### config.mk
export PLATFORM = sky130hd
export DESIGN_NAME = noc_credit_link
export DESIGN_NICKNAME = d
export VERILOG_FILES = /design/src/rtl/noc_credit_link.sv
export SDC_FILE = /design/constraint.sdc
export NUM_CORES = 1
export LEC_CHECK = 0
export BUFFER_PORTS_ARGS = -buffer_cell sky130_fd_sc_hd__buf_2
export CAP_MARGIN = 30
export CORE_AREA = 2 2 231 233
export CTS_CLUSTER_DIAMETER = 120
export CTS_CLUSTER_SIZE = 30
export DETAILED_ROUTE_END_ITERATION = 7
export DIE_AREA = 0 0 233 235
export GPL_TIMING_DRIVEN = 0
export PLACE_DENSITY = 0.49
export SLEW_MARGIN = 40
export SYNTH_ARGS = -nofsm -noshare
export SYNTH_HDL_FRONTEND = slang
export SYNTH_SLANG_ARGS = --single-unit
### constraint.sdc
create_clock -name clk_noc -period 12.65 [get_ports clk_noc]
set_clock_uncertainty 0.05 [all_clocks]
set_input_delay 1.8975 -clock clk_noc [delete_from_list [all_inputs] [get_ports clk_noc]]
set_output_delay 1.8975 -clock clk_noc [all_outputs]
set_load 0.02 [all_outputs]
### src/rtl/noc_credit_link.sv
// noc_credit_link: bundle of credit-flow-controlled NoC links. Each channel has
// a registered forward flit path, a matching reverse credit path, a credit
// accounting monitor with sticky error flags and a packet-framing tracker.
// Monitors only observe; forwarded traffic is never altered.
module noc_credit_link #(
  parameter int NUM_CHANNELS      = 4,
  parameter int FLIT_WIDTH        = 64,
  parameter int DEST_WIDTH        = 4,
  parameter int NUM_PIPELINE      = 1,
  parameter int FLIT_BUFFER_DEPTH = 8,
  parameter int CREDIT_WIDTH      = $clog2(FLIT_BUFFER_DEPTH + 1)
) (
  input  logic                                     clk_noc,
  input  logic                                     rst_noc,
  input  logic [NUM_CHANNELS-1:0][FLIT_WIDTH-1:0]  data_in,
  input  logic [NUM_CHANNELS-1:0][DEST_WIDTH-1:0]  dest_in,
  input  logic [NUM_CHANNELS-1:0]                  is_tail_in,
  input  logic [NUM_CHANNELS-1:0]                  send_in,
  output logic [NUM_CHANNELS-1:0]                  credit_out,
  output logic [NUM_CHANNELS-1:0][FLIT_WIDTH-1:0]  data_out,
  output logic [NUM_CHANNELS-1:0][DEST_WIDTH-1:0]  dest_out,
  output logic [NUM_CHANNELS-1:0]                  is_tail_out,
  output logic [NUM_CHANNELS-1:0]                  send_out,
  input  logic [NUM_CHANNELS-1:0]                  credit_in,
  output logic [NUM_CHANNELS-1:0][CREDIT_WIDTH-1:0] credit_count,
  output logic [NUM_CHANNELS-1:0]                  pkt_active,
  output logic [NUM_CHANNELS-1:0]                  err_overflow,
  output logic [NUM_CHANNELS-1:0]                  err_underflow,
  input  logic [NUM_CHANNELS-1:0]                  err_clear
);

  localparam logic [CREDIT_WIDTH-1:0] DEPTH_C = CREDIT_WIDTH'(FLIT_BUFFER_DEPTH);

  typedef struct packed {
    logic [FLIT_WIDTH-1:0] data;
    logic [DEST_WIDTH-1:0] dest;
    logic                  tail;
    logic                  send;
  } flit_t;

  typedef enum logic {IDLE = 1'b0, BODY = 1'b1} frame_state_t;

  flit_t [NUM_CHANNELS-1:0] flit_in;
  flit_t [NUM_CHANNELS-1:0] flit_out;

  // Bundle the per-channel flit fields so the pipeline moves them as one word.
  always_comb begin
    for (int ch = 0; ch < NUM_CHANNELS; ch++) begin
      flit_in[ch].data = data_in[ch];
      flit_in[ch].dest = dest_in[ch];
      flit_in[ch].tail = is_tail_in[ch];
      flit_in[ch].send = send_in[ch];
    end
  end

  // Forward flit and reverse credit delay lines; zero stages is a plain wire.
  if (NUM_PIPELINE == 0) begin : g_bypass
    assign flit_out   = flit_in;
    assign credit_out = credit_in;
  end else begin : g_pipe
    flit_t [NUM_CHANNELS-1:0] flit_q   [NUM_PIPELINE];
    logic  [NUM_CHANNELS-1:0] credit_q [NUM_PIPELINE];

    // Shift flits and credits one stage per cycle; reset drops everything in flight.
    // NOTE: these stages are ordinary flops that must read 0 after reset, so they
    // are reset element by element; this is not a RAM and gains nothing by skipping it.
    always_ff @(posedge clk_noc or posedge rst_noc) begin
      if (rst_noc) begin
        for (int s = 0; s < NUM_PIPELINE; s++) begin
          flit_q[s]   <= '0;
          credit_q[s] <= '0;
        end
      end else begin
        // NOTE: <= makes every stage capture its predecessor's old value, giving
        // a true shift; = here would collapse the whole chain into one cycle.
        flit_q[0]   <= flit_in;
        credit_q[0] <= credit_in;
        for (int s = 1; s < NUM_PIPELINE; s++) begin
          flit_q[s]   <= flit_q[s-1];
          credit_q[s] <= credit_q[s-1];
        end
      end
    end

    assign flit_out   = flit_q[NUM_PIPELINE-1];
    assign credit_out = credit_q[NUM_PIPELINE-1];
  end

  // Unbundle the delayed flit back onto the downstream ports.
  always_comb begin
    for (int ch = 0; ch < NUM_CHANNELS; ch++) begin
      data_out[ch]    = flit_out[ch].data;
      dest_out[ch]    = flit_out[ch].dest;
      is_tail_out[ch] = flit_out[ch].tail;
      send_out[ch]    = flit_out[ch].send;
    end
  end

  logic [NUM_CHANNELS-1:0][CREDIT_WIDTH-1:0] count_d;
  logic [NUM_CHANNELS-1:0] ovf_evt, unf_evt, ovf_d, unf_d;

  // Credit accounting at the upstream side: a send consumes, a returned credit
  // refunds, both together cancel. Out-of-range moves saturate and flag.
  always_comb begin
    // NOTE: every always_comb output gets a default first so no path can leave
    // it unassigned and infer a latch.
    count_d = credit_count;
    ovf_evt = '0;
    unf_evt = '0;
    for (int ch = 0; ch < NUM_CHANNELS; ch++) begin
      case ({send_in[ch], credit_out[ch]})
        2'b10: begin
          if (credit_count[ch] == '0) ovf_evt[ch] = 1'b1;
          else                        count_d[ch] = credit_count[ch] - 1'b1;
        end
        2'b01: begin
          if (credit_count[ch] == DEPTH_C) unf_evt[ch] = 1'b1;
          else                             count_d[ch] = credit_count[ch] + 1'b1;
        end
        default: ;
      endcase
    end
    // A fresh error event beats a simultaneous clear.
    ovf_d = ovf_evt | (err_overflow  & ~err_clear);
    unf_d = unf_evt | (err_underflow & ~err_clear);
  end

  // Credit counters and sticky error flags.
  always_ff @(posedge clk_noc or posedge rst_noc) begin
    if (rst_noc) begin
      credit_count  <= {NUM_CHANNELS{DEPTH_C}};
      err_overflow  <= '0;
      err_underflow <= '0;
    end else begin
      credit_count  <= count_d;
      err_overflow  <= ovf_d;
      err_underflow <= unf_d;
    end
  end

  frame_state_t [NUM_CHANNELS-1:0] state_q, state_d;

  // Framing state register per channel.
  always_ff @(posedge clk_noc or posedge rst_noc) begin
    if (rst_noc) begin
      for (int ch = 0; ch < NUM_CHANNELS; ch++) state_q[ch] <= IDLE;
    end else begin
      state_q <= state_d;
    end
  end

  // Framing next state: a non-tail send opens a packet, a tail send closes it.
  always_comb begin
    state_d    = state_q;
    pkt_active = '0;
    for (int ch = 0; ch < NUM_CHANNELS; ch++) begin
      pkt_active[ch] = (state_q[ch] == BODY);
      case (state_q[ch])
        IDLE:    if (send_in[ch] && !is_tail_in[ch]) state_d[ch] = BODY;
        BODY:    if (send_in[ch] &&  is_tail_in[ch]) state_d[ch] = IDLE;
        default: state_d[ch] = IDLE;
      endcase
    end
  end

endmodule

==> flow_summary.toml, run 1 <==
[worst_setup_path]
path_buf_inv = 1
crit_path_max_incr_delay_ps = 620
cp_slowest_cell = "dfstp_2"
r2r_slack_ps = 10620
start_kind = "flop"
required_ps = 10700
worst-path-stages = 1
reg2regPathDepth = 6
timing.rr.start = "credit_out[1]"
r2r_end = "credit_count[7]"
critical_path_class = "flop to primary output"
worstPathMaxFanout = 8
path_cells = "buf_2"
cpLargestDelayFamily = "flip-flops"
endpoint_kind = "primary output"
cp.arrival_ps = 1360

[logic_synthesis]
syn_nets = 740
synth.distinct_cells = 34
yosys.area.top_type_share_pct = 87.79
synth_edf_count = 0
synth-seq-area-share_pct = 88.98
synthArstFlopShare_pct = 100.0
ys_seq_elements = 312
yosys-top-cells-area = "dfrtp_1 (88%), ha_1 (1.4%), dfstp_2 (1.2%)"
synthCells = 436
synthFlopType = "dfrtp_1"
yosysWarnings = 0
yosysMostFrequentCell = "dfrtp_1"
yosysTopAreaCell = "dfrtp_1"
synth_top_cells_by_count = "dfrtp_1 (308), inv_1 (18), ha_1 (10), xor2_1 (7)"
netlist_area_um2 = 8780
avgSynthCellArea_um2 = 20.14

[layout]
layout-area-overhead-vs-synth_pct = 50.82
drive_above_1_share_pct = 60.28
fin_cells = 1754
layout.nets = 1362

[power]
power_density_nw_per_um2 = 160.6
ir_drop_mv = 0.1120
p_leak_uw = 0.006712

[clock_tree]
hold_buffers = 0
ctsRootBufferMaster = "clkbuf_16"
clk_latency_ps = 520
cts.sinks = 312
cts_made_buffers = 15
clkTransAtPathRegs_ps = 110
cts_tree = "done"
post_cts.repair.setup_buffers = 0
clockBufferDepth = 3
h-tree-depth = 1
cts.repair.resized = 0

[placement]
placed_cells = 1729
globalplace.congestion = 0.8013
dp_hpwl_mm = 22.55
port_buffers = 601

[timing]
fin_setup_tns_ps = 0
final_max_slew_viol_count = 0
fin_crit_sh_pct = 26.19
rsz0062_at_grt = "no"
worstMarginPinSlew_ps = 476.2
setup_viol = 0
fmax_mhz = 301.9
hold_violations = 0
final.min_clock_period_ps = 3312
slew_headroom_pct = 67.43

[routing]
wirelength_mm = 27.99
first_iter_violations = 209
drt-pass1-iter-count = 4
post_drt_via_cell_ratio = 3.378
wire_per_inst_um = 15.96
vias = 5925
remaining_drc_errors = 0
antenna_left = 0

[floorplanning]
start_util_pct = 16.81
die_y_um = 235
die_x_um = 233
die_area_um2 = 54760
core.rowCount = 84
coreArea_um2 = 52240
io_pins = 602

[global_route]
grt_start_max_net_pins = 83
gr-usage-all-layers_pct = 9.750
grt_pass1_vias = 6415
grt_pass1_wl_mm = 39.96
grt_overflow_total = 0
antenna_found_initial = 7

[flow_run]
drv_cap = 0

[hold_path]
holdPathStages = 2
min_path_type = "flop to flop"

[run_status]
status = "completed"
cell families (layout without fill, tap and decap cells):
logic type,after synthesis,in the layout,share of synthesized area (%)
AOI/OAI and AO/OA,37,37,3.050
adders and majority gates,14,14,2.337
other,0,1,0
muxes,14,14,1.924
and+or+nand+nor,31,31,1.995
DFF,312,312,88.98
xor gates and xnor gates,9,9,0.8979
buffers and inverters,19,648,0.8122
cell type report:
| class | count | area [um^2] |
|---|---|---|
| inverters | 19 | 78.83 |
| flip-flops and latches | 312 | 7812 |
| repair buffers | 605 | 3118 |
| fillers | 5528 | 38990 |
| diodes | 1 | 2.502 |
| multi-input cells | 105 | 895.9 |
| well taps | 688 | 860.8 |
| clock inverters | 3 | 55.05 |
| clock buffers | 21 | 417.9 |
metal layers:
layer	global-route usage, %	up-vias	wire length [um]
li1	-	2654	-
met3	3.750	34	2886
met4	2.316	10	605
met5	0	-	69
met1	11.11	2909	10300
met2	17.07	318	14120
per-stage QoR:
stage	setup WS, ps	power, uW	cell area (um^2)	utilization [%]	hold slack [ps]
after CTS	9261	2184	13240	25.34	464.7
after global placement	-1489	1571	12650	24.21	439.4
after floorplan	2080	1390	8780	-	526.2
after detailed placement	8966	1580	12770	24.44	436.0
after global routing	9254	2252	13240	25.34	484.7
final	9338	2126	13240	25.35	455.2
flip-flops by register name, indices dropped and copies added, names as in the netlist, named ones only:
register	count
is_tail_out	4
err_underflow	4
send_out	4
credit_out	4
err_overflow	4
credit_count	16
dest_out	16
data_out	256
worst max path at each step:
stage / from / endpoint / slack (ps)
2_1_floorplan: rst_noc / async pin / 2080
3_3_place_gp: rst_noc / data_out[146] / -1490
3_5_place_dp: send_in[1] / credit_count[7] / 8970
4_1_cts: credit_count[7] / credit_count[7] / 9260
5_1_grt: credit_count[7] / credit_count[7] / 9250
6_report: credit_count[7] / credit_count[7] / 9340
report_power, final:
part / total, uW / internal, uW / leakage (uW) / switching (uW)
Sequential: 1140 / 1080 / 0.00365 / 64.8
Clock: 576 / 243 / 0.000227 / 333
Combinational: 407 / 165 / 0.00284 / 241
cells in the final DEF (no fill, tap or decap), types with 5 or more instances in the layout:
cell,instances
ha_1,10
mux2_1,5
xor2_1,7
nor2_1,6
a21oi_1,6
a21o_1,6
clkbuf_16,15
inv_1,17
buf_2,601
mux2i_1,6
dfrtp_1,308
No activity file was read; power rests on OpenSTA's default activity.
==> run 2: changes to the inputs <==
- clock period: 12.65 -> 3.3 ns (I/O delays scaled with it)
==> run 2 against run 1 <==
Effect of this change: clock power increased to 4.3 times the previous value; wire length increased by 10%; flip-flop and latch count unchanged; count of clock-buffer cells in the layout decreased by 2; cell count increased by 16%; global-route usage increased by 1.1 points.
==> flow_summary.toml, run 2 (same netlist as run 1, synthesis figures left out) <==
[placement]
port_buffers = 601
pre_cts_ws_ps = 977.6
globalplace.congestion = 0.7839
placed_cell_area_um2 = 12970
dp_hpwl_mm = 23.01

[global_route]
met3_usage_pct = 4.005
grt_start_max_net_pins = 32
grt_pass1_vias = 7784
met2_usage_pct = 19.24
top_usage_layer = "met2"
antenna_found_initial = 5
grt_overflow_total = 0
gr-usage-all-layers_pct = 10.85
grt_pass1_wl_mm = 45.28
grtUsageMet1_pct = 12.08

[layout]
fin_util_pct = 31.13
layout.nets = 1645
drive_above_1_share_pct = 48.70
layout_commonest_cell = "buf_2"
layout-area-overhead-vs-synth_pct = 85.19
largest_reg_flops = 256
final_cell_mix = "buf_2 (601), dfrtp_1 (308), dlygate4sd3_1 (272), inv_1 (17), clkbuf_16 (17)"
final_cell_area_um2 = 16260

[timing]
fin_crit_sh_pct = 67.28
rsz0062_at_grt = "no"
setup_viol = 0
hold_violations = 0
fin_setup_tns_ps = 0
whs_ps = 35.17
setup_slack_ps = 1080
final_max_slew_viol_count = 0
fmax_mhz = 450.4
final.min_clock_period_ps = 2220
slew_headroom_pct = 62.18
worstMarginPinSlew_ps = 553.0

[clock_tree]
ctsRootBufferMaster = "clkbuf_16"
clk_latency_ps = 540
cts.sinks = 312
h-tree-depth = 1
post_cts.repair.setup_buffers = 0
clkTransAtPathRegs_ps = 110
cts.repair.resized = 0
cts_tree = "done"
cts_made_buffers = 16
clockBufferDepth = 3

[routing]
wire_per_inst_um = 15.14
vias = 6968
first_iter_violations = 189
post_drt_via_cell_ratio = 3.419
antenna_left = 0
wirelength_mm = 30.86
remaining_drc_errors = 0
drt-pass1-iter-count = 4

[floorplanning]
coreArea_um2 = 52240
die_y_um = 235
die_x_um = 233
die_area_um2 = 54760
start_util_pct = 16.81
core.rowCount = 84
io_pins = 602

[run_status]
status = "completed"

[flow_run]
drv_cap = 0

[worst_setup_path]
endpoint_kind = "flop"
worstPathMaxFanout = 5
start_kind = "input pin"
cp.arrival_ps = 2660
required_ps = 3740
critical_path_class = "input pin to flop"

[power]
power_density_nw_per_um2 = 534.5
p_leak_uw = 0.007987
ir_drop_mv = 0.4663

[hold_path]
min_path_type = "input pin to flop"
==> run 2: changes by cell type in the layout (fill, tap and decap cells not counted), moves of 2 or more <==
cell and change:
clkbuf_16 +2, dlygate4sd3_1 +272, buf_12 +9, clkbuf_1 -3
==> run 2: metal layers <==
layer  vias to the layer above  part of all wire, %
met3                        41                  9.1
met4                         8                  2.6
li1                       3225                    -
met5                         -                 0.18
met2                       327                   50
met1                      3367                   39
==> run 2: path summary, 6_finish.rpt <==
check | from | slack [ps] | cells after the start | endpoint
min in group asynchronous | rst_noc | 420 | 3 | data_out[111]
worst min-delay path | dest_in[13] | 40 | 1 | dest_out[13]
max in group asynchronous | rst_noc | 1520 | 8 | data_out[181]
worst max register to register | credit_out[1] | 1140 | 6 | credit_count[7]
worst min register to register | flop | 450 | 2 | flop
worst max-delay path | send_in[2] | 1080 | 10 | credit_count[11]
==> run 2: final cells by class <==
type,instances,area (um^2)
fill,5192,35980
sequential,312,7812
timing repair buffer,887,6048
multi-input combinational,105,895.9
tap,688,860.8
clock buffer,19,442.9
clock inverter,7,121.4
inverter,19,75.07
antenna,1,2.502
==> run 2: through the flow <==
stage	power, uW	instances
floorplan	5329	436
global placement	5998	1725
detailed placement	6062	1739
CTS	8900	2036
global route	9187	2038
finish	8691	2038
==> run 2: repair_timing <==
item | CTS | global route
endpoints found under the hold margin | 280 | 1
hold buffers | 271 | 1
endpoints found under the setup margin | 0 | 0
==> run 2: report_power, final <==
| part | internal, uW | switching, uW |
|---|---|---|
| Sequential | 4130 | 246 |
| Clock | 1110 | 1360 |
| Combinational | 867 | 975 |
==> run 2: critical path: stages <==
cell           delay [ps]
dlygate4sd3_1         530
buf_2                 130
inv_1                 100
ha_1                  200
inv_1                 120
ha_1                  280
a21o_1                180
a21oi_1               260
mux2i_1               220
a22o_1                150
==> run 3: changes to the inputs <==
- clock period: 3.3 -> 2.3 ns (I/O delays scaled with it)
==> run 3 against run 2 <==
Effect of this change: cell count up 0.83%; clock power up 44%; worst hold slack better by 240 ps; total power up 44%; highest routed layer unchanged.
==> flow_summary.toml, run 3 (same netlist as run 1, synthesis figures left out) <==
[timing]
worstMarginPinSlew_ps = 544.9
rsz0062_at_grt = "no"
fmax_mhz = 445.9
slew_headroom_pct = 62.74
final_max_slew_viol_count = 0
hold_violations = 0
setup_viol = 0
fin_crit_sh_pct = 97.51
final.min_clock_period_ps = 2243

[power]
p_leak_uw = 0.008058
power_density_nw_per_um2 = 761.0
p_total_uw = 12500
ir_drop_mv = 0.6659

[routing]
remaining_drc_errors = 0
vias = 7027
wire_per_inst_um = 15.16
wirelength_mm = 31.16
antenna_left = 0
first_iter_violations = 187
post_drt_via_cell_ratio = 3.419
drt-pass1-iter-count = 4

[layout]
layout-area-overhead-vs-synth_pct = 87.13
layout.nets = 1662
layout_commonest_cell = "buf_2"
regArea_um2 = 7812
multi_input_area_um2 = 895.9
fin_util_pct = 31.45
drive_above_1_share_pct = 48.10
largest_reg_flops = 256
nFillCells = 5169
final_cell_mix = "buf_2 (601), dfrtp_1 (308), dlygate4sd3_1 (289), inv_1 (17), clkbuf_16 (17)"

[global_route]
grt_pass1_wl_mm = 45.73
grt_pass1_vias = 7886
grt_start_max_net_pins = 32
antenna_found_initial = 5
grt_overflow_total = 0
gr-usage-all-layers_pct = 10.96

[worst_setup_path]
cp.arrival_ps = 2640
start_kind = "input pin"
r2r_slack_ps = 150
endpoint_kind = "flop"
path_cells = "dlygate4sd3_1 > buf_2 > nand2b_1 > ha_1 > a21o_1 > a2111oi_0 > o21a_1 > a211oi_1"
crit_path_max_incr_delay_ps = 550
critical_path_class = "input pin to flop"
reg2regPathDepth = 6
cp_slowest_cell = "a2111oi_0"
timing.rr.start = "credit_out[1]"
required_ps = 2700
r2r_end = "credit_count[7]"
worstPathMaxFanout = 8

[clock_tree]
clkTransAtPathRegs_ps = 110
cts.repair.resized = 0
clk_latency_ps = 540
h-tree-depth = 1
cts_tree = "done"
cts_made_buffers = 16
ctsRootBufferMaster = "clkbuf_16"
clockBufferDepth = 3
cts.sinks = 312

[floorplanning]
die_area_um2 = 54760
coreArea_um2 = 52240
die_y_um = 235
core.rowCount = 84
die_x_um = 233
io_pins = 602
start_util_pct = 16.81

[hold_path]
min_path_type = "input pin to async pin"

[placement]
globalplace.congestion = 0.7839
port_buffers = 601
dp_hpwl_mm = 23.01

[run_status]
status = "completed"

[flow_run]
drv_cap = 0
[run 3: changes by cell type in the layout (fill, tap and decap cells not counted)]
| cell | before | now |
|---|---|---|
| dlygate4sd3_1 | 272 | 289 |
[run 3: layout make-up]
| class | instances | share of cell area (%) |
|---|---|---|
| sequential | 312 | 47.55 |
| clock buffer | 19 | 2.696 |
| clock inverter | 7 | 0.7387 |
| timing repair buffer | 904 | 37.85 |
| tap | 688 | 5.240 |
| multi-input combinational | 105 | 5.453 |
| antenna | 1 | 0.01523 |
| inverter | 19 | 0.4569 |
[run 3: report_power, final]
part	internal, uW	total, uW	leakage (uW)	switching, uW
logic	1260	2670	0.00413	1410
clock network	1590	3550	0.000275	1960
registers	5930	6280	0.00365	353
total	8780	12500	0.00806	3720
[run 3: repair_timing]
action,CTS,global route
hold buffers,289,0
buffers inserted,0,0
endpoints found under the hold margin,337,0
[run 3: critical path, delay by kind of cell]
kind | cells | cell delay (ps)
adders and majority gates | 1 | 320
buffers and inverters | 2 | 740
AOI/OAI and AO/OA | 4 | 970
and+or+nand+nor | 1 | 260
[run 3: worst max path at each step]
stage	startpoint	end	slack [ps]	cells past startpoint
final	send_in[1]	credit_count[7]	60	8
after floorplan	rst_noc	async pin	-2250	1
after CTS	send_in[1]	credit_count[7]	150	8
after global placement	rst_noc	data_out[181]	-4180	2
after detailed placement	send_in[1]	credit_count[7]	130	7
after global routing	send_in[1]	credit_count[7]	1	8
[run 3: stage by stage]
step	cells	setup TNS (ps)	area [um^2]	setup slack (ps)	hold slack, ps
floorplan	436	-696480	8783	-2247	326.4
global placement	1725	-1285690	12650	-4183	402.6
detailed placement	1739	0	12970	127.6	293.1
CTS	2054	0	16430	152.5	218.9
global route	2055	0	16430	1.010	256.5
finish	2055	0	16430	57.19	272.0
[run 3: layer usage]
layer / GRT usage (%) / share of wire, %
met5: 0 / 0.13
met4: 3.146 / 2.7
met3: 3.956 / 8.9
met2: 19.53 / 50
met1: 12.16 / 38
